===== config.mk =====
export PLATFORM = sky130hd
export DESIGN_NAME = tile_row_sequencer
export DESIGN_NICKNAME = d
export VERILOG_FILES = /design/src/rtl/tile_row_sequencer.sv
export SDC_FILE = /design/constraint.sdc
export NUM_CORES = 1
export LEC_CHECK = 0
export ABC_AREA = 1
export CAP_MARGIN = 25
export CORE_UTILIZATION = 44
export DETAILED_ROUTE_END_ITERATION = 6
export PLACE_DENSITY = 0.78
export SYNTH_ARGS = -nofsm -noshare
export SYNTH_HDL_FRONTEND = slang
export SYNTH_SLANG_ARGS = --single-unit

===== constraint.sdc =====
create_clock -name clock -period 2.75 [get_ports clock]
set_clock_uncertainty 0.15 [all_clocks]
set_input_delay 0.275 -clock clock [delete_from_list [all_inputs] [get_ports clock]]
set_output_delay 0.275 -clock clock [all_outputs]
set_load 0.02 [all_outputs]

===== src/rtl/tile_row_sequencer.sv =====
// Streams command rows into a systolic tile and tracks outstanding tile completions.
// Optional completion-order checking is enabled with the TILE_SEQ_ID_CHECK_EN macro.
module tile_row_sequencer #(
    parameter int ROWS_W  = 5,
    parameter int ID_W    = 3,
    parameter int MAX_OUT = 4
) (
    input  logic              clock,
    input  logic              reset_n,
    input  logic              cmd_valid,
    output logic              cmd_ready,
    input  logic [ROWS_W-1:0] cmd_rows,
    input  logic              cmd_dataflow,
    input  logic [4:0]        cmd_shift,
    input  logic              row_valid,
    output logic              row_ready,
    input  logic [7:0]        row_a,
    input  logic [19:0]       row_b,
    input  logic [19:0]       row_d,
    output logic              tile_in_valid,
    output logic [7:0]        tile_in_a,
    output logic [19:0]       tile_in_b,
    output logic [19:0]       tile_in_d,
    output logic              tile_in_dataflow,
    output logic              tile_in_propagate,
    output logic [4:0]        tile_in_shift,
    output logic [ID_W-1:0]   tile_in_id,
    output logic              tile_in_last,
    input  logic              tile_out_valid,
    input  logic              tile_out_last,
    input  logic [ID_W-1:0]   tile_out_id,
    output logic              busy,
    output logic              done,
    output logic [ID_W-1:0]   done_id,
    output logic              err,
    output logic              fsm_state
);

    // Handshakes: a transfer happens on a rising clock edge where valid && ready;
    // valid may be held without ready, ready never depends on valid.
    typedef enum logic {IDLE = 1'b0, STREAM = 1'b1} state_t;

    localparam logic [ID_W-1:0]   MAX_OUT_C = ID_W'(MAX_OUT);
    localparam logic [ROWS_W-1:0] ONE_ROW   = ROWS_W'(1);

    state_t            state;
    state_t            next_state;
    logic              cmd_take;
    logic              row_fire;
    logic              row_last;
    logic              comp_take;
    logic [ROWS_W-1:0] rows_left;
    logic              cur_dataflow;
    logic [4:0]        cur_shift;
    logic [ID_W-1:0]   cur_id;
    logic              propagate;
    logic [ID_W-1:0]   id_ctr;
    logic [ID_W-1:0]   outstanding;

    assign fsm_state = (state == STREAM);
    assign busy      = (state != IDLE) || (outstanding != '0);
    assign comp_take = tile_out_valid && tile_out_last && (outstanding != '0);

    always_ff @(posedge clock or negedge reset_n) begin
        if (!reset_n) begin
            state <= IDLE;
        end else begin
            state <= next_state;
        end
    end

    always_comb begin
        next_state = state;
        cmd_ready  = 1'b0;
        row_ready  = 1'b0;
        cmd_take   = 1'b0;
        row_fire   = 1'b0;
        row_last   = 1'b0;
        case (state)
            IDLE: begin
                cmd_ready = (outstanding < MAX_OUT_C);
                // A zero-row command is consumed by the handshake but starts nothing.
                if (cmd_valid && (outstanding < MAX_OUT_C) && (cmd_rows != '0)) begin
                    cmd_take   = 1'b1;
                    next_state = STREAM;
                end
            end
            STREAM: begin
                row_ready = 1'b1;
                if (row_valid) begin
                    row_fire = 1'b1;
                    row_last = (rows_left == ONE_ROW);
                    if (row_last) begin
                        next_state = IDLE;
                    end
                end
            end
            default: next_state = IDLE;
        endcase
    end

    always_ff @(posedge clock or negedge reset_n) begin
        if (!reset_n) begin
            rows_left         <= '0;
            cur_dataflow      <= 1'b0;
            cur_shift         <= '0;
            cur_id            <= '0;
            propagate         <= 1'b0;
            id_ctr            <= '0;
            outstanding       <= '0;
            tile_in_valid     <= 1'b0;
            tile_in_a         <= '0;
            tile_in_b         <= '0;
            tile_in_d         <= '0;
            tile_in_dataflow  <= 1'b0;
            tile_in_propagate <= 1'b0;
            tile_in_shift     <= '0;
            tile_in_id        <= '0;
            tile_in_last      <= 1'b0;
            done              <= 1'b0;
            done_id           <= '0;
        end else begin
            done          <= comp_take;
            tile_in_valid <= row_fire;
            if (comp_take) begin
                done_id <= tile_out_id;
            end
            if (cmd_take) begin
                rows_left    <= cmd_rows;
                cur_dataflow <= cmd_dataflow;
                cur_shift    <= cmd_shift;
                cur_id       <= id_ctr;
                propagate    <= ~propagate;
                id_ctr       <= id_ctr + 1'b1;
            end
            // Operands only move on a row transfer, so they hold while idle or stalled.
            if (row_fire) begin
                rows_left         <= rows_left - 1'b1;
                tile_in_a         <= row_a;
                tile_in_b         <= row_b;
                tile_in_d         <= row_d;
                tile_in_dataflow  <= cur_dataflow;
                tile_in_propagate <= propagate;
                tile_in_shift     <= cur_shift;
                tile_in_id        <= cur_id;
                tile_in_last      <= row_last;
            end
            case ({cmd_take, comp_take})
                2'b10:   outstanding <= outstanding + 1'b1;
                2'b01:   outstanding <= outstanding - 1'b1;
                default: outstanding <= outstanding;
            endcase
        end
    end

`ifdef TILE_SEQ_ID_CHECK_EN
    // Completions must return oldest-first: the oldest live id is id_ctr - outstanding.
    logic [ID_W-1:0] exp_id;
    assign exp_id = id_ctr - outstanding;

    always_ff @(posedge clock or negedge reset_n) begin
        if (!reset_n) begin
            err <= 1'b0;
        end else if (tile_out_valid && tile_out_last &&
                     ((outstanding == '0) || (tile_out_id != exp_id))) begin
            err <= 1'b1;
        end
    end
`else
    assign err = 1'b0;
`endif

endmodule


==> summary.txt, run 1 <==
Drt
  – Avg WL per Cell: ~13 um
  – Routed wire length: 8.20 mm
  – ANT nets after route: 0
  – Total number of vias: just under 3000
  – Drt drc: 0
  – DR vias/cell: approximately 4.7
  – Starting DRT DRC Count: between 90 and 100
  – TritonRoute pass-1 iters: 4

Cells and area
  – Layout area overhead: 45.6%
  – Share of cells above drive strength 1: 5.23%
  – Fillers: approximately 640
  – Most frequent cells in the layout: 209 x nand2_1, 134 x clkdlybuf4s50_1, 86 x dfrtp_1, 20 x inv_1, 12 x nand3_1
  – Commonest non-fill, non-tap cell in the layout: nand2_1
  – Fin cells: 637
  – Antenna diode count: 0
  – Final #Nets: around 600

STA
  – RSZ-0062 raised after global routing: no
  – Pin slew with the least headroom to its limit: roughly 520 ps
  – Peak Freq: roughly 0.46 GHz
  – Fin crit period: between 2000 and 2500 ps
  – Slew Limit Headroom: roughly 65%
  – Final hold violation count: 0
  – Final Cycle Share: 78.9%
  – Fin Setup TNS: 0 ps
  – Setup violators final: 0
  – Pins over their slew limit: 0

Min path
  – Hold_sp: row_b[11]
  – Min-Delay Path Class: in2reg

Synthesis
  – Cells after Synth: 396
  – Synth Register Bits: 86
  – Synth Area in Simple Gates: a little over a quarter
  – Syn avg cell area: slightly below 9 um^2
  – Synthesized cell area: 3530 um^2
  – Mapped Nets: 469
  – Complex-gate fraction of the synthesized area: 2.94%
  – Yosys warnings: 0
  – Largest family of logic cells by synthesized area: simple AND/OR/NAND/NOR gates
  – Xor/xnor share of the synthesized area: ~1.2%
  – Netlist cell types: 29
  – Mux contribution to synthesized area: 0%
  – Adder-Cell Fraction of Synth Area: just under 2%
  – Sequential area share after synthesis: 60.9%

Setup path
  – Worst R2R Start: fsm_state
  – Slowest stage cell, crit path: clkdlybuf4s50_1
  – Crit path arrival time: 2240 ps
  – Crit. End Element: register
  – Critical Path RT: about 2800 ps
  – Crit-path max FO: 19
  – Setup CP Type: in2reg
  – Max incr delay on CP: 450 ps
  – Crit path launch: cmd_rows[1]
  – Crit path cell chain: clkdlybuf4s50_1, nor2_1, nand3_2, nand2_8, ha_1, inv_1, fa_1, a21oi_1, o21ai_0, xor2_1
  – Worst setup SP type: input port

Global route
  – GRT overflow: 0
  – Pin count of the biggest net entering global routing: a little under 90
  – Initial antenna violation count: 0
  – Total Routing Usage GR: roughly a fifth
  – First-pass GRT wire length: 13.8 mm
  – Vias in the first global route: slightly above 3000

CTS
  – Clock Path Buffers: 2
  – Root cell of the clock tree: clkbuf_8
  – CTS resizes: 0
  – CTS tree: yes
  – Insertion delay to the later sink of the worst-skew pair: ~340 ps
  – H-Tree Depth: 3
  – Hold buffer count at cts: 1
  – CTS buffer count: 9
  – Reg clk slew, reported paths: around 80 ps
  – Post-CTS Setup Bufs: 0
  – CTS Sinks: 86

Power and ir drop
  – Switching Share: approximately two fifths
  – Internal power: around 3.6 mW
  – Maximum VDD drop: around 0.00056 V
  – Leak: 2.55 nW
  – P per Cell Area: about 1100 nW/um^2
  – Sw Pwr: ~2.3 mW
  – Clock power share: about 14%
  – Comb pwr share: 48.1%
  – Sequential group share of total power: ~38%

Placed design
  – Hpwl dp: slightly below 6 mm
  – Dpl cells: just over 600
  – IO Port Bufs: between 100 and 150
  – Placer Congestion: 0.779

Floorplan
  – I/O pin cnt: 137
  – Row Count: 32
  – Core box area: between 7000 and 8000 um^2
  – Die width: 91.6 um
  – Die Y: 91.6 um
  – Initial core utilization: ~46%
  – Die area: about 8400 um^2

Status
  – Status: finished clean

Run
  – Max Cap Viol: 0
## layer usage
metal	global-route usage (%)	share of wire, %	vias to the layer above
met5	0	0	-
met4	8.60	1.8	0
met3	3.32	5.0	13
met2	34.7	49	82
met1	27.0	45	1415
li1	-	-	1471
## logic make-up (layout without fill, tap and decap cells)
logic type / count (synthesis) / in the layout
simple gates: 238 / 238
flops: 86 / 86
buf+inv: 41 / 180
compound gates: 20 / 20
fa+ha+maj: 5 / 5
xor+xnor: 5 / 5
other cells: 1 / 1
## cells in the mapped netlist (all sizes together)
master	number	area (um^2)
nor3	1	5.00
buf	16	114
conb	1	3.75
nor2	9	36.3
inv	23	93.8
nand4	2	12.5
ha	4	50.1
nand3b	1	7.51
nand2	212	815
fa	1	20.0
xor2	3	26.3
clkbuf	2	7.51
nand3	13	70.1
xnor2	2	17.5
dfrtp	86	2150
a21oi	2	10.0
o21ai	18	93.8
## cell type report
cell class	count	area [um^2]	area share [%]
Inverter	23	93.8	1.82
Clock inverter	4	47.5	0.924
Sequential cell	86	2150	41.8
Tap cell	102	128	2.48
Multi-Input combinational cell	269	1170	22.7
Timing Repair Buffer	141	1420	27.6
Clock buffer	12	135	2.63
## power groups by stage
stage / Sequential (mW) / Combinational, mW / Clock [mW]
5_1_grt: 2.30 / 3.09 / 0.914
3_3_place_gp: 2.21 / 2.79 / 0
2_1_floorplan: 2.78 / 0.968 / 0
3_5_place_dp: 2.24 / 2.85 / 0
6_report: 2.22 / 2.83 / 0.840
4_1_cts: 2.22 / 2.86 / 0.863
## path summary, 6_finish.rpt
kind                       cells past startpoint  slack (ps)              to
setup / recovery                              10         580  outstanding[2]
hold / removal                                 3         310   tile_in_b[11]
setup reg to reg                              10         590  outstanding[2]
hold reg to reg                                2         330   tile_in_d[11]
max in group asynchronous                      3        1740      done_id[2]
min in group asynchronous                      3         340   tile_in_b[11]
## through the flow
| step | worst slack (ps) | power [mW] | utilization, % | instance area (um^2) | hold slack [ps] |
|---|---|---|---|---|---|
| after floorplan | 526 | 3.75 | - | 3530 | -171 |
| after global routing | 450 | 6.30 | 66.3 | 5150 | 315 |
| after global placement | 317 | 5.00 | 63.8 | 4950 | 194 |
| after detailed placement | 209 | 5.08 | 63.8 | 4950 | 193 |
| after CTS | 582 | 5.94 | 66.3 | 5150 | 294 |
| final | 580 | 5.88 | 66.3 | 5150 | 310 |
## worst max-delay path: cells and delay by family
| family | cells | cell delay (ps) |
|---|---|---|
| AOI/OAI and AO/OA | 2 | 270 |
| buffers and inverters | 2 | 520 |
| xor gates and xnor gates | 1 | 150 |
| and+or+nand+nor | 3 | 480 |
| adders and majority gates | 2 | 550 |
## registers in the layout, indices dropped and copies added, names as in the netlist
name / cells
tile_in_id: 3
tile_in_shift: 5
tile_in_propagate: 1
tile_in_b: 20
tile_in_a: 8
outstanding: 3
tile_in_dataflow: 1
propagate: 1
tile_in_d: 20
rows_left: 5
id_ctr: 3
done_id: 3
cur_dataflow: 1
cur_shift: 5
tile_in_last: 1
cur_id: 3
done: 1
fsm_state: 1
tile_in_valid: 1
No activity file was read; power rests on OpenSTA's default activity.
==> run 2: changes to the inputs <==
==> constraint.sdc (replaced) <==
create_clock -name clock -period 2.2 [get_ports clock]
set_clock_uncertainty 0.15 [all_clocks]
set_input_delay 0.22 -clock clock [delete_from_list [all_inputs] [get_ports clock]]
set_output_delay 0.22 -clock clock [all_outputs]
set_load 0.02 [all_outputs]
==> run 2 against run 1 <==
Effect of this change: critical path depth unchanged; die area unchanged; register-to-register slack worse by 360 ps; core utilization up 1.3 points; via count unchanged; combinational power up 26%; sequential power up 25%; largest power group unchanged.
==> summary.txt, run 2 (synthesis results as in run 1) <==
Cells and area
  – Layout area overhead: 48.6%
  – Fin cells: 642 (+0.78%)
  – Final Instance Area: 5250 um^2 (+2.0%)
  – Share of cells above drive strength 1: 6.67% (+1.4 points)
  – Commonest non-fill, non-tap cell in the layout: nand2_1
  – Antenna diode count: 0 (unchanged)
  – Biggest regs: tile_in_b x20, tile_in_d x20, tile_in_a x8
  – Final #Nets: 608 (+0.83%)
  – Most frequent cells in the layout: 209 x nand2_1, 134 x clkdlybuf4s50_1, 85 x dfrtp_1, 20 x inv_1, 12 x nand3_1

Floorplan
  – Die width: 91.6 um (unchanged)
  – I/O pin cnt: 137 (unchanged)
  – Initial core utilization: 45.5% (unchanged)
  – Core box area: 7770 um^2 (unchanged)
  – Die area: 8400 um^2 (unchanged)
  – Row Count: 32 (unchanged)
  – Die Y: 91.6 um (unchanged)

Drt
  – TritonRoute pass-1 iters: 4 (unchanged)
  – Routed wire length: 8.27 mm (+0.87%)
  – Drt drc: 0 (unchanged)
  – DR vias/cell: 4.64 (-0.78%)
  – Starting DRT DRC Count: 110 (+20%)
  – Avg WL per Cell: 12.9 um (about the same)
  – ANT nets after route: 0 (unchanged)
  – Total number of vias: 2981 (unchanged)

Setup path
  – Worst reg-to-reg path cell count: 10 (unchanged)
  – R2r setup slk: 230 ps (-360 ps)
  – Worst setup SP type: register
  – Slowest stage cell, crit path: fa_1
  – Critical Path RT: 2270 ps (-550 ps)
  – Crit path cell chain: inv_1, nand3_1, nand3_1, inv_1, ha_1, inv_1, fa_1, a21oi_1, o21ai_0, xor2_1
  – Setup CP Type: reg2reg
  – Family with the most delay on the worst path: adder cells
  – Crit path arrival time: 2050 ps (-190 ps)
  – Worst R2R Start: outstanding[1]
  – Reg-to-Reg End: outstanding[2]
  – CP Depth: 10 (unchanged)
  – Buffers and inverters on the worst path: 3 (+1)
  – Max incr delay on CP: 380 ps (-70 ps)
  – Crit-path max FO: 3 (-16)
  – Crit. End Element: register
  – Most frequent CP cell: inv_1

Global route
  – First-pass GRT wire length: 13.7 mm (-1.2%)
  – Total Routing Usage GR: 20.5% (-0.29 points)
  – Vias in the first global route: 3040 (+0.16%)
  – GRT overflow: 0 (unchanged)
  – Pin count of the biggest net entering global routing: 51 (-41%)
  – Initial antenna violation count: 0 (unchanged)

CTS
  – CTS tree: yes
  – Post-CTS Setup Bufs: 0 (unchanged)
  – CTS resizes: 0 (unchanged)
  – Insertion delay to the later sink of the worst-skew pair: 350 ps (about the same)
  – Hold buffer count at cts: 1 (unchanged)
  – CTS buffer count: 9 (unchanged)
  – Clock Path Buffers: 2 (unchanged)
  – H-Tree Depth: 3 (unchanged)
  – Reg clk slew, reported paths: 90 ps (about the same)
  – CTS Sinks: 86 (unchanged)
  – Root cell of the clock tree: clkbuf_8

STA
  – Pins over their slew limit: 0 (unchanged)
  – RSZ-0062 raised after global routing: no
  – Final Cycle Share: 89.8%
  – Peak Freq: between 0.5 and 0.6 GHz
  – Slew Limit Headroom: 57.8% (-7.4 points)
  – Pin slew with the least headroom to its limit: 633 ps (+113 ps)
  – Fin crit period: 1970 ps
  – Final hold violation count: 0 (unchanged)
  – Setup violators final: 0 (unchanged)

Run
  – Max Cap Viol: 0 (unchanged)

Placed design
  – Dpl cells: 625 (+0.81%)
  – Placer Congestion: 0.800 (+2.7%)
  – Hpwl dp: 5.83 mm (+0.73%)
  – IO Port Bufs: 135 (unchanged)
  – Area after DPL: 4990 um^2 (+0.78%)

Power and ir drop
  – P per Cell Area: 1460 nW/um^2 (+28%)
  – Maximum VDD drop: 0.000730 V (+31%)
  – Leak: 2.60 nW (+1.9%)
  – Total power: 7.69 mW (+31%)

Min path
  – Hold_sp: row_b[16]
  – Min-Delay Path Class: in2reg
  – Hold depth: 3 (unchanged)
  – Hold path endpoint: tile_in_b[16]

Status
  – Status: finished clean
[run 2: cell count changes in the layout (fill, tap and decap cells not counted), sizes merged]
cell / previous run / this run
clkbuf: 12 / 11
buf: 6 / 11
bufinv: 1 / 3
clkinv: 2 / 1
[run 2: worst max path at each step]
| stage | from | slack [ps] | end |
|---|---|---|---|
| 3_5_place_dp | cmd_rows[3] | -100 | outstanding[2] |
| 5_1_grt | outstanding[1] | 60 | outstanding[2] |
| 2_1_floorplan | fsm_state | 20 | outstanding[1] |
| 6_report | outstanding[1] | 230 | outstanding[2] |
| 3_3_place_gp | cmd_rows[3] | -60 | outstanding[2] |
| 4_1_cts | outstanding[1] | 240 | outstanding[2] |
[run 2: final cells by class]
cell class	count	area [um^2]
fillers	625	2520
flip-flops and latches	86	2150
repair buffers	146	1460
multi-input cells	269	1170
clock buffers	11	141
well taps	102	128
clock inverters	5	106
inverters	23	93.8
[run 2: tightest hold or removal path, cell delays in order]
cell	delay, ps
clkdlybuf4s50_1	390
nand2_1	60
nand2_1	40
[run 2: metal layers]
layer  global-route usage (%)  share of wire, %
met3                     4.73               5.8
met2                     34.4                49
met4                     5.16              0.87
met5                        0                 0
met1                     26.9                44
[run 2: report_power, final]
group	internal [mW]	switching [mW]	total [mW]
clock	0.788	0.555	1.34
sequential	2.34	0.430	2.77
combinational	1.64	1.94	3.57
total	4.77	2.92	7.69
[run 2: metrics by stage]
| step | worst slack (ps) | utilization (%) | TNS (ps) | hold slack (ps) |
|---|---|---|---|---|
| global route | 55.4 | 67.6 | 0 | 254 |
| CTS | 240 | 67.6 | 0 | 239 |
| finish | 225 | 67.6 | 0 | 250 |
| global placement | -64.3 | 64.3 | -64.3 | 135 |
| floorplan | 19.2 | - | 0 | -226 |
| detailed placement | -97.2 | 64.3 | -97.2 | 137 |
